### src/rtl/ram1_ctrl.sv
// Sequences single-word CPU read/write requests onto the RAM1 pin wrapper.
// Latency: accept to resp_valid is STROBE_CYCLES+2 cycles; back-to-back accepts are STROBE_CYCLES+3 apart.
// Backpressure: req_ready is high only in IDLE; a request held valid while busy waits for the next IDLE.
module ram1_ctrl #(
   parameter int unsigned STROBE_CYCLES = 2,
   parameter logic [1:0]  BANK          = 2'b00
) (
   input  logic        clk,
   input  logic        rst,
   input  logic        req_valid,
   output logic        req_ready,
   input  logic        req_write,
   input  logic [15:0] req_addr,
   input  logic [15:0] req_wdata,
   output logic        resp_valid,
   output logic [15:0] resp_rdata,
   output logic [17:0] ram_addr,
   output logic [15:0] ram_wdata,
   output logic        ram_read,
   output logic        ram_strobe,
   input  logic [15:0] ram_rdata
);

   // A zero width is promoted to one cycle; the 4-bit counter caps the width at 15.
   localparam int unsigned STROBE_EFF =
      (STROBE_CYCLES == 0) ? 1 : ((STROBE_CYCLES > 15) ? 15 : STROBE_CYCLES);
   localparam logic [3:0] CNT_LOAD = 4'(STROBE_EFF - 1);

   typedef enum logic [1:0] {
      IDLE   = 2'd0,
      SETUP  = 2'd1,
      STROBE = 2'd2,
      HOLD   = 2'd3
   } state_t;

   state_t     state;
   state_t     state_nxt;
   logic [3:0] counter;
   logic       accept;
   logic       strobe_done;

   // Handshake and phase decodes; all come straight from registered state.
   assign req_ready   = (state == IDLE);
   assign resp_valid  = (state == HOLD);
   assign accept      = (state == IDLE) && req_valid;
   assign strobe_done = (state == STROBE) && (counter == 4'd0);

   // State register; reset returns to IDLE immediately, abandoning any transfer.
   always_ff @(posedge clk or posedge rst) begin
      if (rst) begin
         state <= IDLE;
      end else begin
         state <= state_nxt;
      end
   end

   // Next-state sequencing: setup, strobe for the programmed width, then one hold cycle.
   always_comb begin
      state_nxt = state;
      case (state)
         IDLE:    if (req_valid) state_nxt = SETUP;
         SETUP:   state_nxt = STROBE;
         STROBE:  if (counter == 4'd0) state_nxt = HOLD;
         HOLD:    state_nxt = IDLE;
         default: state_nxt = IDLE;
      endcase
   end

   // Strobe width counter: loaded during SETUP, counts down to zero across STROBE.
   always_ff @(posedge clk or posedge rst) begin
      if (rst) begin
         counter <= 4'd0;
      end else if (state == SETUP) begin
         counter <= CNT_LOAD;
      end else if ((state == STROBE) && (counter != 4'd0)) begin
         counter <= counter - 4'd1;
      end
   end

   // Address and write data are captured only on accept and held through HOLD.
   always_ff @(posedge clk or posedge rst) begin
      if (rst) begin
         ram_addr  <= 18'd0;
         ram_wdata <= 16'd0;
      end else if (accept) begin
         ram_addr  <= {BANK, req_addr};
         ram_wdata <= req_wdata;
      end
   end

   // Bus direction flips only on IDLE->SETUP and HOLD->IDLE, both strobe-low, so no contention.
   always_ff @(posedge clk or posedge rst) begin
      if (rst) begin
         ram_read <= 1'b0;
      end else if (accept) begin
         ram_read <= req_write;
      end else if (state == HOLD) begin
         ram_read <= 1'b0;
      end
   end

   // Registered strobe: high exactly while the FSM sits in STROBE, so OE/WE cannot glitch.
   always_ff @(posedge clk or posedge rst) begin
      if (rst) begin
         ram_strobe <= 1'b0;
      end else begin
         ram_strobe <= (state_nxt == STROBE);
      end
   end

   // Read data is sampled on the last strobe edge while OE is still asserted; writes leave it alone.
   always_ff @(posedge clk or posedge rst) begin
      if (rst) begin
         resp_rdata <= 16'd0;
      end else if (strobe_done && !ram_read) begin
         resp_rdata <= ram_rdata;
      end
   end

endmodule

### config.mk
export PLATFORM = sky130hd
export DESIGN_NAME = ram1_ctrl
export DESIGN_NICKNAME = d
export VERILOG_FILES = /design/src/rtl/ram1_ctrl.sv
export SDC_FILE = /design/constraint.sdc
export NUM_CORES = 1
export LEC_CHECK = 0
export CORE_MARGIN = 8
export CORE_UTILIZATION = 43
export CTS_BUF_LIST = sky130_fd_sc_hd__clkbuf_2 sky130_fd_sc_hd__clkbuf_4 sky130_fd_sc_hd__clkbuf_8
export DETAILED_ROUTE_END_ITERATION = 8
export PLACE_DENSITY = 0.79
export SETUP_SLACK_MARGIN = 0.4
export SYNTH_ARGS = -nofsm -noshare
export SYNTH_HDL_FRONTEND = slang
export SYNTH_SLANG_ARGS = --single-unit
### constraint.sdc
create_clock -name clk -period 2.3 [get_ports clk]
set_input_delay 0.345 -clock clk [delete_from_list [all_inputs] [get_ports clk]]
set_output_delay 0.345 -clock clk [all_outputs]
set_load 0.01 [all_outputs]
# After elaboration in Yosys (flattened, before gate mapping)
# Index checks and enable logic that the tools add are counted.
[word_totals] ff_bits=56 inputBits=52 output_inout_bits=54 word_cells=29
[op_classes] addsub=1 n_eq_ne=4 mux=7 n_reduce_logical=10
[ops] operator="two-way mux 4 bit" count=2
[ops] operator="one-hot mux 2 bit (4 select lines)" count=1
[ops] operator="== test 2 bit, second input constant" count=3
[ops] operator="logical AND 1 bit" count=4
[ops] operator="zero test 4 bit" count=1
[ops] operator="two-way mux 2 bit" count=2
[ops] operator="nonzero test 2 bit" count=2
[ops] operator="nonzero test 4 bit" count=1
[ops] operator="subtractor 4 x 1 -> 4 bit, second input constant" count=1
[ops] operator="== test 2 x 1 -> 1 bit, second input constant" count=1
[ops] operator="zero test 2 bit" count=1
[ops] operator="two-way mux 1 bit" count=2
[ops] operator="zero test 1 bit" count=1

# Depth between registers and ports, before layout
# Gate-level depths: netlist (run 1).
[logic_depth] ltp_word=4 depth_mapped=6 mapped_depth_nobuf=5

# Least setup slack after synthesis (run 1)
# OpenSTA, ideal clock, no wires.
[synth_timing] path_kind="register to register" from="register state[0]" to="register counter[3]" setup_ns=0.065 arrival_time_ns=1.512 required_time_ns=2.235 setup_slack_ns=0.723 path_stages_with_launch=7 n_path_buf=1 period_less_slack_ns=1.577 cell_sequence="dfrtp_1 > inv_1 > ha_1 > buf_4 > or4b_1 > nor4_1 > a31o_1"
[synth_between] elab_chain_len=3 elab_cells_between_ends=5 cone_classes="eq/ne (2); mux (1); reduce/logical (2)"
[synth_rtl] item="start: declaration" line_no="36" rtl="state_t state;"
[synth_rtl] item="start signal: assignment" line_no="53" rtl="state <= state_nxt;"
[synth_rtl] item="== test 2 bit" line_no="75" rtl="end else if ((state == STROBE) && (counter != 4'd0)) begin"
[synth_rtl] item="logical AND 1 bit" line_no="75"
[synth_rtl] item="nonzero test 2 bit (no source line)"
[synth_rtl] item="end signal: assignment" line_no="76" rtl="counter <= counter - 4'd1;"
[synth_rtl] item="end: declaration" line_no="38" rtl="logic [3:0] counter;"
# Several ways; a longest one is shown, not always the timed one.
# A chain may end at the register's enable or synchronous reset.

# Worst setup path in the final report (run 1)
[layout_timing] from="register state[0]" to="output resp_valid"
[layout_between] elab_chain_len=1
[layout_rtl] item="== test 2 bit" line_no="44" rtl="assign resp_valid = (state == HOLD);"
[layout_rtl] item="end: declaration" line_no="15" rtl="output logic resp_valid,"
# No other way between the ends.

==> flow_results.org, run 1 <==
** Critical path
- Worst reg2reg path endpoint :: resp_rdata[3]$_DFFE_PP0P_
- Critical Path RT :: between 1500 and 2000 ps
- In this run the critical register-to-register path is launched from counter[0]$_DFFE_PP0P_.
- Startpoint class of the critical path :: flop
- The critical path is of the reg2out type.
- The critical path goes through ha_1, clkdlybuf4s50_1.
- The worst setup path is captured at an output pin.
- Setup slack, reg-to-reg :: 560 ps
- The largest individual stage delay along the critical path comes from the cell sky130_fd_sc_hd__clkdlybuf4s50_1.
- The number of cells on the worst reg-to-reg path is 5.
- Maximum net fanout on the critical path :: 5
- The largest single stage delay on the critical path is between 500 and 600 ps.
- Data arrival at the endpoint of the critical path :: about 1500 ps

** Clock network
- Clock-pin slew reported for the worst setup and hold paths after clock tree synthesis :: 90 ps
- Buffers from clock root to sink, at most :: 2
- The number of setup buffers added after CTS is 0.
- CTS built an H-tree with a depth of 2.
- CTS buffer count :: 5
- Number of instances resized during post-cts repair :: 1
- For this design, the CTS-stage hold fixing added 0 buffers.
- The clock drives 56 sinks.
- Source-to-sink clock delay at the later pin of the worst-skew pair :: about 300 ps
- TritonCTS built the clock tree.
- CTS placed an instance of sky130_fd_sc_hd__clkbuf_8 at the clock tree root.

** Floorplanning
- Die outline area :: roughly 8000 um2
- Row Count :: 26
- Once the floorplan was initialized, standard cells occupied around 45% of the core.
- Die outline width :: roughly 90 um
- The core region is 5170 um2.
- Die H :: 89.4 um
- Ports :: approximately 110

** Drt
- After detailed routing, the average wire length per cell comes to approximately 16 um.
- First-pass iteration count of the detailed router :: 4
- Number of DRC violations after detailed-routing iteration 0 :: 38
- DRC errors left :: 0
- The detail route stage leaves a number of antenna-violating nets equal to 0.
- Routed via count divided by cell count :: approximately 4.8
- The final layout contains routed wiring with a total length of roughly 5.3 mm.
- The detailed router placed about 1600 vias in this run.

** Synthesis
- After synthesis, the netlist uses 26 different library cells.
- In the synthesized netlist the async set-or-reset flop fraction comes to 100%.
- In this run, synthesis inferred 0 flip-flops with an integrated enable.
- Synthesis produced 149 cells.
- Average footprint of a synthesized cell :: 15.6 um2
- Yosys warning total :: 0
- After synthesis, flip-flops and latches occupy about three fifths of the total area.
- The mapped netlist covers between 2000 and 2500 um2.
- Biggest area consumer among synthesized cells :: sky130_fd_sc_hd__dfrtp_1
- In the synthesized netlist the dominant register cell turns out to be sky130_fd_sc_hd__dfrtp_1.
- Area share of the largest cell type after synthesis :: roughly three fifths
- Register bit count reported by yosys :: 56
- Yosys attributes the largest share of cell area to sky130_fd_sc_hd__dfrtp_1, sky130_fd_sc_hd__mux2_2, sky130_fd_sc_hd__mux2_4.

** Hold path
- Worst hold path type :: in2async

** STA
- Worst-case setup margin in the final layout :: between 500 and 600 ps
- Summed over all failing endpoints, the final setup total negative slack is 0 ps.
- After layout, the worst path uses between 70% and 80% of the clock period.
- Final Hold Vio Count :: 0
- Count of final setup violators :: 0
- Between clock sinks in the finished design, the worst skew comes to 6.26 ps.
- Unrepaired setup endpoints after global routing :: false
- Min cycle time layout :: 1800 ps
- The max-slew violation count was 0.
- Peak clock frequency supported by timing :: approximately 560 MHz

** Job
- Max-Cap Viols :: 0

** Finish
- The repair_antennas step left the layout with diodes totalling 0.
- Number of fill cells :: 363
- Most frequent cells in the layout :: sky130_fd_sc_hd__clkdlybuf4s50_1, sky130_fd_sc_hd__dfrtp_1, sky130_fd_sc_hd__mux2_2
- Layout cells sized above 1 :: between 20% and 30%
- Number of nets in the finished design :: ~310
- Most frequent standard cell in the layout excluding fill and tap cells :: sky130_fd_sc_hd__clkdlybuf4s50_1
- Synth-to-Final Area Change :: 52.3%

** Placed design
- The count of buffers added on input and output ports is ~100.
- At the placement stage, the worst setup path has a slack of between 500 and 600 ps.
- HPWL reported at the end of detailed placement :: just over 4 mm
- Global placement routability congestion :: approximately 0.72

** Pwr
- Worst supply voltage drop on vdd :: ~0.00067 V
- Leakage Power :: 1.56 nW
- Power per cell area :: 1330 nW/um2

** Status
- The run finished with clean final reports.

** Global routing
- Global-route total usage across every layer :: approximately 14%
- Entering global routing, the biggest net connects 37 pins.
- Initial antenna violation count :: 0
- The via count of the first global-routing pass came to between 1500 and 2000.
- Global-route congestion overflow total :: 0
- The first global-routing pass estimated between 8 and 9 mm of wire.
cell type report:
class	instances	area [um2]	share of cell area, %
clock buffers	8	97.6	2.76
inverters	6	22.5	0.638
multi-input cells	81	852	24.1
flip-flops and latches	56	1400	39.7
well taps	70	87.6	2.48
repair buffers	105	1070	30.3
worst max-delay path: cells and delay by family, from the launching register on:
family	cells	cell delay [ps]
fa+ha+maj	1	180
buf+inv	1	540
flops	1	430
stage by stage:
| stage | cell area, um2 | hold slack, ps | power, mW | cells | util [%] |
|---|---|---|---|---|---|
| floorplan | 2320 | 483 | 2.95 | 150 | - |
| global placement | 3430 | 485 | 4.14 | 318 | 66.4 |
| detailed placement | 3430 | 492 | 4.21 | 318 | 66.4 |
| CTS | 3530 | 378 | 4.78 | 326 | 68.2 |
| global route | 3530 | 403 | 5.05 | 326 | 68.3 |
| finish | 3530 | 366 | 4.71 | 326 | 68.3 |
worst max path at each step:
| stage | startpoint | endpoint | depth (start not counted) |
|---|---|---|---|
| after floorplan | rst | counter[0]$_DFFE_PP0P_ | 1 |
| after global placement | state[0]$_DFF_PP0_ | counter[3]$_DFFE_PP0P_ | 5 |
| after detailed placement | state[0]$_DFF_PP0_ | counter[3]$_DFFE_PP0P_ | 5 |
| after CTS | state[0]$_DFF_PP0_ | resp_valid | 2 |
| after global routing | state[0]$_DFF_PP0_ | resp_valid | 2 |
| final | state[0]$_DFF_PP0_ | resp_valid | 2 |
registers in the layout, indices dropped and copies added (netlist names):
register    flops
ram_read        1
ram_addr       16
ram_wdata      16
state           2
ram_strobe      1
resp_rdata     16
counter         4
per-layer routing:
metal	up-vias	global-route usage [%]	wire length, um
met2	89	20.5	2090
met5	-	0	0
met4	0	4.08	58
met1	762	16.2	2180
met3	6	9.83	973
li1	717	-	-
power by group:
| part | switching, mW | internal (mW) |
|---|---|---|
| combinational | 0.884 | 1.50 |
| sequential | 0.268 | 1.49 |
| clock | 0.294 | 0.270 |
synthesized netlist by cell type (all sizes together) (2+ instances only):
master and n:
dfrtp 56, nand2 4, nand3 3, ha 7
nand3b 2, a21oi 2, nor2 2, buf 7
inv 6, nor3b 2, mux2 48
cell families after synthesis:
kind of cell               synth area share [%]
buffers and inverters                      3.08
adders and majority gates                  3.78
muxes                                      24.9
other                                     0.162
and+or+nand+nor                            5.56
AOI/OAI and AO/OA                          2.05
DFF                                        60.4
No activity file was read; power rests on OpenSTA's default activity.
==> inputs of run 2 (changes only) <==
==> constraint.sdc (replaced) <==
create_clock -name clk -period 1.7 [get_ports clk]
set_input_delay 0.255 -clock clk [delete_from_list [all_inputs] [get_ports clk]]
set_output_delay 0.255 -clock clk [all_outputs]
set_load 0.01 [all_outputs]
==> run 2 against run 1 <==
Compared with the run above: register-to-register slack lost 450 ps; clock power grew 35%; design area is 11% higher; count of clock-buffer cells in the layout is 1 lower; die area unchanged; critical endpoint is now resp_rdata[1]$_DFFE_PP0P_; largest power group unchanged.
==> flow_results.org, run 2 (same netlist as run 1, synthesis figures left out) <==
** Status
- Outcome :: finished clean

** Finish
- Synth-to-Final Area Change :: 68.3%
- The layout has 371 filler cells.
- The finished layout holds ~350 standard cells, fillers aside.
- Most frequent cells in the layout :: sky130_fd_sc_hd__dfrtp_1, sky130_fd_sc_hd__clkdlybuf4s50_1, sky130_fd_sc_hd__dlygate4sd2_1
- The number of antenna diodes in the final layout is 0.
- The largest registers in the layout are ram_addr (16), ram_wdata (16), resp_rdata (16).
- Layout cells sized above 1 :: 34.8%
- The library cell used most frequently in the layout, excluding fill and tap cells, is sky130_fd_sc_hd__dfrtp_1.
- Once layout is complete, the utilization of the core stands at about three quarters.
- In the final layout, flip-flops and latches occupy approximately 1400 um2.
- In the final design database the tool counted roughly 340 nets.
- Area taken by multi-input logic gates :: 941 um2

** Clock network
- TritonCTS built the clock tree.
- The longest clock path from root to sink contains 2 buffers.
- The number of hold buffers added after CTS was 0.
- Root buffer cell :: sky130_fd_sc_hd__clkbuf_8
- The H-tree was split into 2 levels.
- For this design, the sink count on the clock tree is 56.
- After clock tree synthesis, the clock-pin slew on the worst setup and hold paths is around 90 ps.
- Clock latency on the worst-skew pair, taken at its later pin, is about 300 ps.
- TritonCTS created 5 clock buffers.

** STA
- Smallest hold slack :: about 370 ps
- Subtracting the final worst setup slack from the clock period gives around 1600 ps.
- Total negative slack for setup checks :: 0 ps
- Max-slew violation count :: 0
- Peak clock frequency supported by timing :: 629 MHz
- Count of final setup violators :: 0
- Post-route fraction of the period consumed by the critical path :: ~94%
- Setup repair after global routing could not meet its margin everywhere.
- On the final layout, the worst clock skew is 6.06 ps.
- Worst-case setup margin in the final layout :: between 100 and 150 ps
- The hold violation count in the final report came to 0.

** Global routing
- Entering global routing, the biggest net connects 33 pins.
- The total overflow left after global routing is 0.
- Initial antenna violation count :: 0
- Global-route total usage across every layer :: about 17%
- The via count of the first global-routing pass was ~1900.
- First-pass GRT wire length :: ~9.8 mm

** Critical path
- Critical Path RT :: between 1500 and 2000 ps
- By startpoint and endpoint, the worst setup path is classified as reg2reg.
- Measured in cells, the most critical reg-to-reg path has a length of 6.
- Data arrives at the worst endpoint at roughly 1800 ps.
- Startpoint class of the critical path :: flop
- STA classifies the critical path endpoint as a flop.
- Maximum net fanout on the critical path :: 8

** Placed design
- HPWL reported at the end of detailed placement :: about 4.4 mm
- OpenSTA, run right after detailed placement, puts the worst setup slack at 17.2 ps.
- Global placement routability congestion :: 0.710
- During placement, the flow inserted port buffers numbering roughly 100.
- After detailed placement, the design holds a cell count of roughly 320.

** Floorplanning
- Row Count :: 26
- The core region is 5170 um2.
- Ports :: 106
- From left edge to right edge, the die measures between 80 and 90 um.
- Die H :: just under 90 um
- The die covers roughly 8000 um2.
- For this configuration, the core starts out at a cell density of between 40% and 50%.

** Drt
- In the routed layout, each cell is associated on average with a via count of 4.83.
- Detailed routing inserted a total of ~1700 vias.
- Antenna Nets Post-Route :: 0
- Routed WL per cell :: 18.3 um
- Number of DRC violations after detailed-routing iteration 0 :: 56
- Final routed wirelength across all metal layers :: approximately 6.4 mm
- First-pass iteration count of the detailed router :: 4
- For this run, design rule violations remaining after detail routing come to 0.

** Pwr
- Switching share of power :: roughly 33%
- Part of the power in combinational logic :: between 50% and 60%
- Internal :: approximately 4.6 mW
- Dividing total power by cell area gives a power density of between 1500 and 2000 nW/um2.
- In this run the static leakage power is 1.84 nW.
- In this run the power spent charging and discharging nets is about 2.2 mW.
- Per report_power, the sequential group accounts for 34.5% of the total.
- Clock share of power :: ~11%
- Worst supply voltage drop on vdd :: 0.000891 V

** Hold path
- In this run the worst hold path is classified as in2async.

** Job
- The tool flagged a number of max-cap violations equal to 0.
[run 2: changes by cell type in the layout (fill, tap and decap cells not counted), moves of 6 or more]
| cell | before | now |
|---|---|---|
| sky130_fd_sc_hd__buf_4 | 0 | 10 |
| sky130_fd_sc_hd__buf_6 | 0 | 6 |
| sky130_fd_sc_hd__clkdlybuf4s50_1 | 102 | 51 |
| sky130_fd_sc_hd__dlygate4sd2_1 | 1 | 49 |
[run 2: through the flow]
stage,instance area [um2],power (mW)
CTS,3810,6.71
detailed placement,3450,5.74
global placement,3450,5.65
floorplan,2340,4.02
global route,3900,7.31
finish,3900,6.87
[run 2: path summary, 6_finish.rpt]
path | from | end | slack (ps)
max in group asynchronous | rst | resp_rdata[14]$_DFFE_PP0P_ | 1010
min | rst | ram_wdata[14]$_DFFE_PP0P_ | 370
max reg2reg | counter[1]$_DFFE_PP0P_ | resp_rdata[1]$_DFFE_PP0P_ | 110
max | counter[1]$_DFFE_PP0P_ | resp_rdata[1]$_DFFE_PP0P_ | 110
min in group clk | req_write | ram_read$_DFFE_PP0P_ | 500
min reg2reg | ram_addr[1]$_DFFE_PP0P_ | ram_addr[1]$_DFFE_PP0P_ | 500
[run 2: worst max-delay path, cell delays in order, from the launching register on]
cell,delay (ps)
sky130_fd_sc_hd__dfrtp_1,400
sky130_fd_sc_hd__inv_2,90
sky130_fd_sc_hd__ha_4,140
sky130_fd_sc_hd__nor3b_4,250
sky130_fd_sc_hd__nand3b_4,150
sky130_fd_sc_hd__buf_12,170
sky130_fd_sc_hd__mux2_4,290
[run 2: power by group through the flow]
stage          Sequential, mW  Clock [mW]  Combinational, mW
2_1_floorplan            2.67           0               1.35
3_3_place_gp             2.39           0               3.26
3_5_place_dp             2.42           0               3.32
4_1_cts                  2.36       0.797               3.55
5_1_grt                  2.46       0.841               4.01
6_report                 2.37       0.761               3.73
[run 2: final cells by class]
type,instances,share of cell area [%]
sequential,56,35.9
tap,70,2.24
timing repair buffer,129,34.6
clock buffer,7,2.47
multi-input combinational,81,24.1
inverter,6,0.673
[run 2: metal layers]
metal | vias to the layer above | track usage (%) | wire length (um)
li1 | 777 | - | -
met1 | 811 | 18.4 | 2490
met2 | 91 | 26.9 | 2930
met3 | 5 | 8.18 | 911
met4 | 0 | 6.80 | 54
met5 | - | 0 | 0
[run 2: what timing repair did]
| action | in CTS | in global routing |
|---|---|---|
| resized for setup | 75 | 14 |
| setup buffers | 12 | 4 |
| gates cloned | 5 | 0 |
| endpoints found under the setup margin | 106 | 59 |
| hold endpoints to repair | 0 | 0 |
| pin swaps | 5 | 3 |
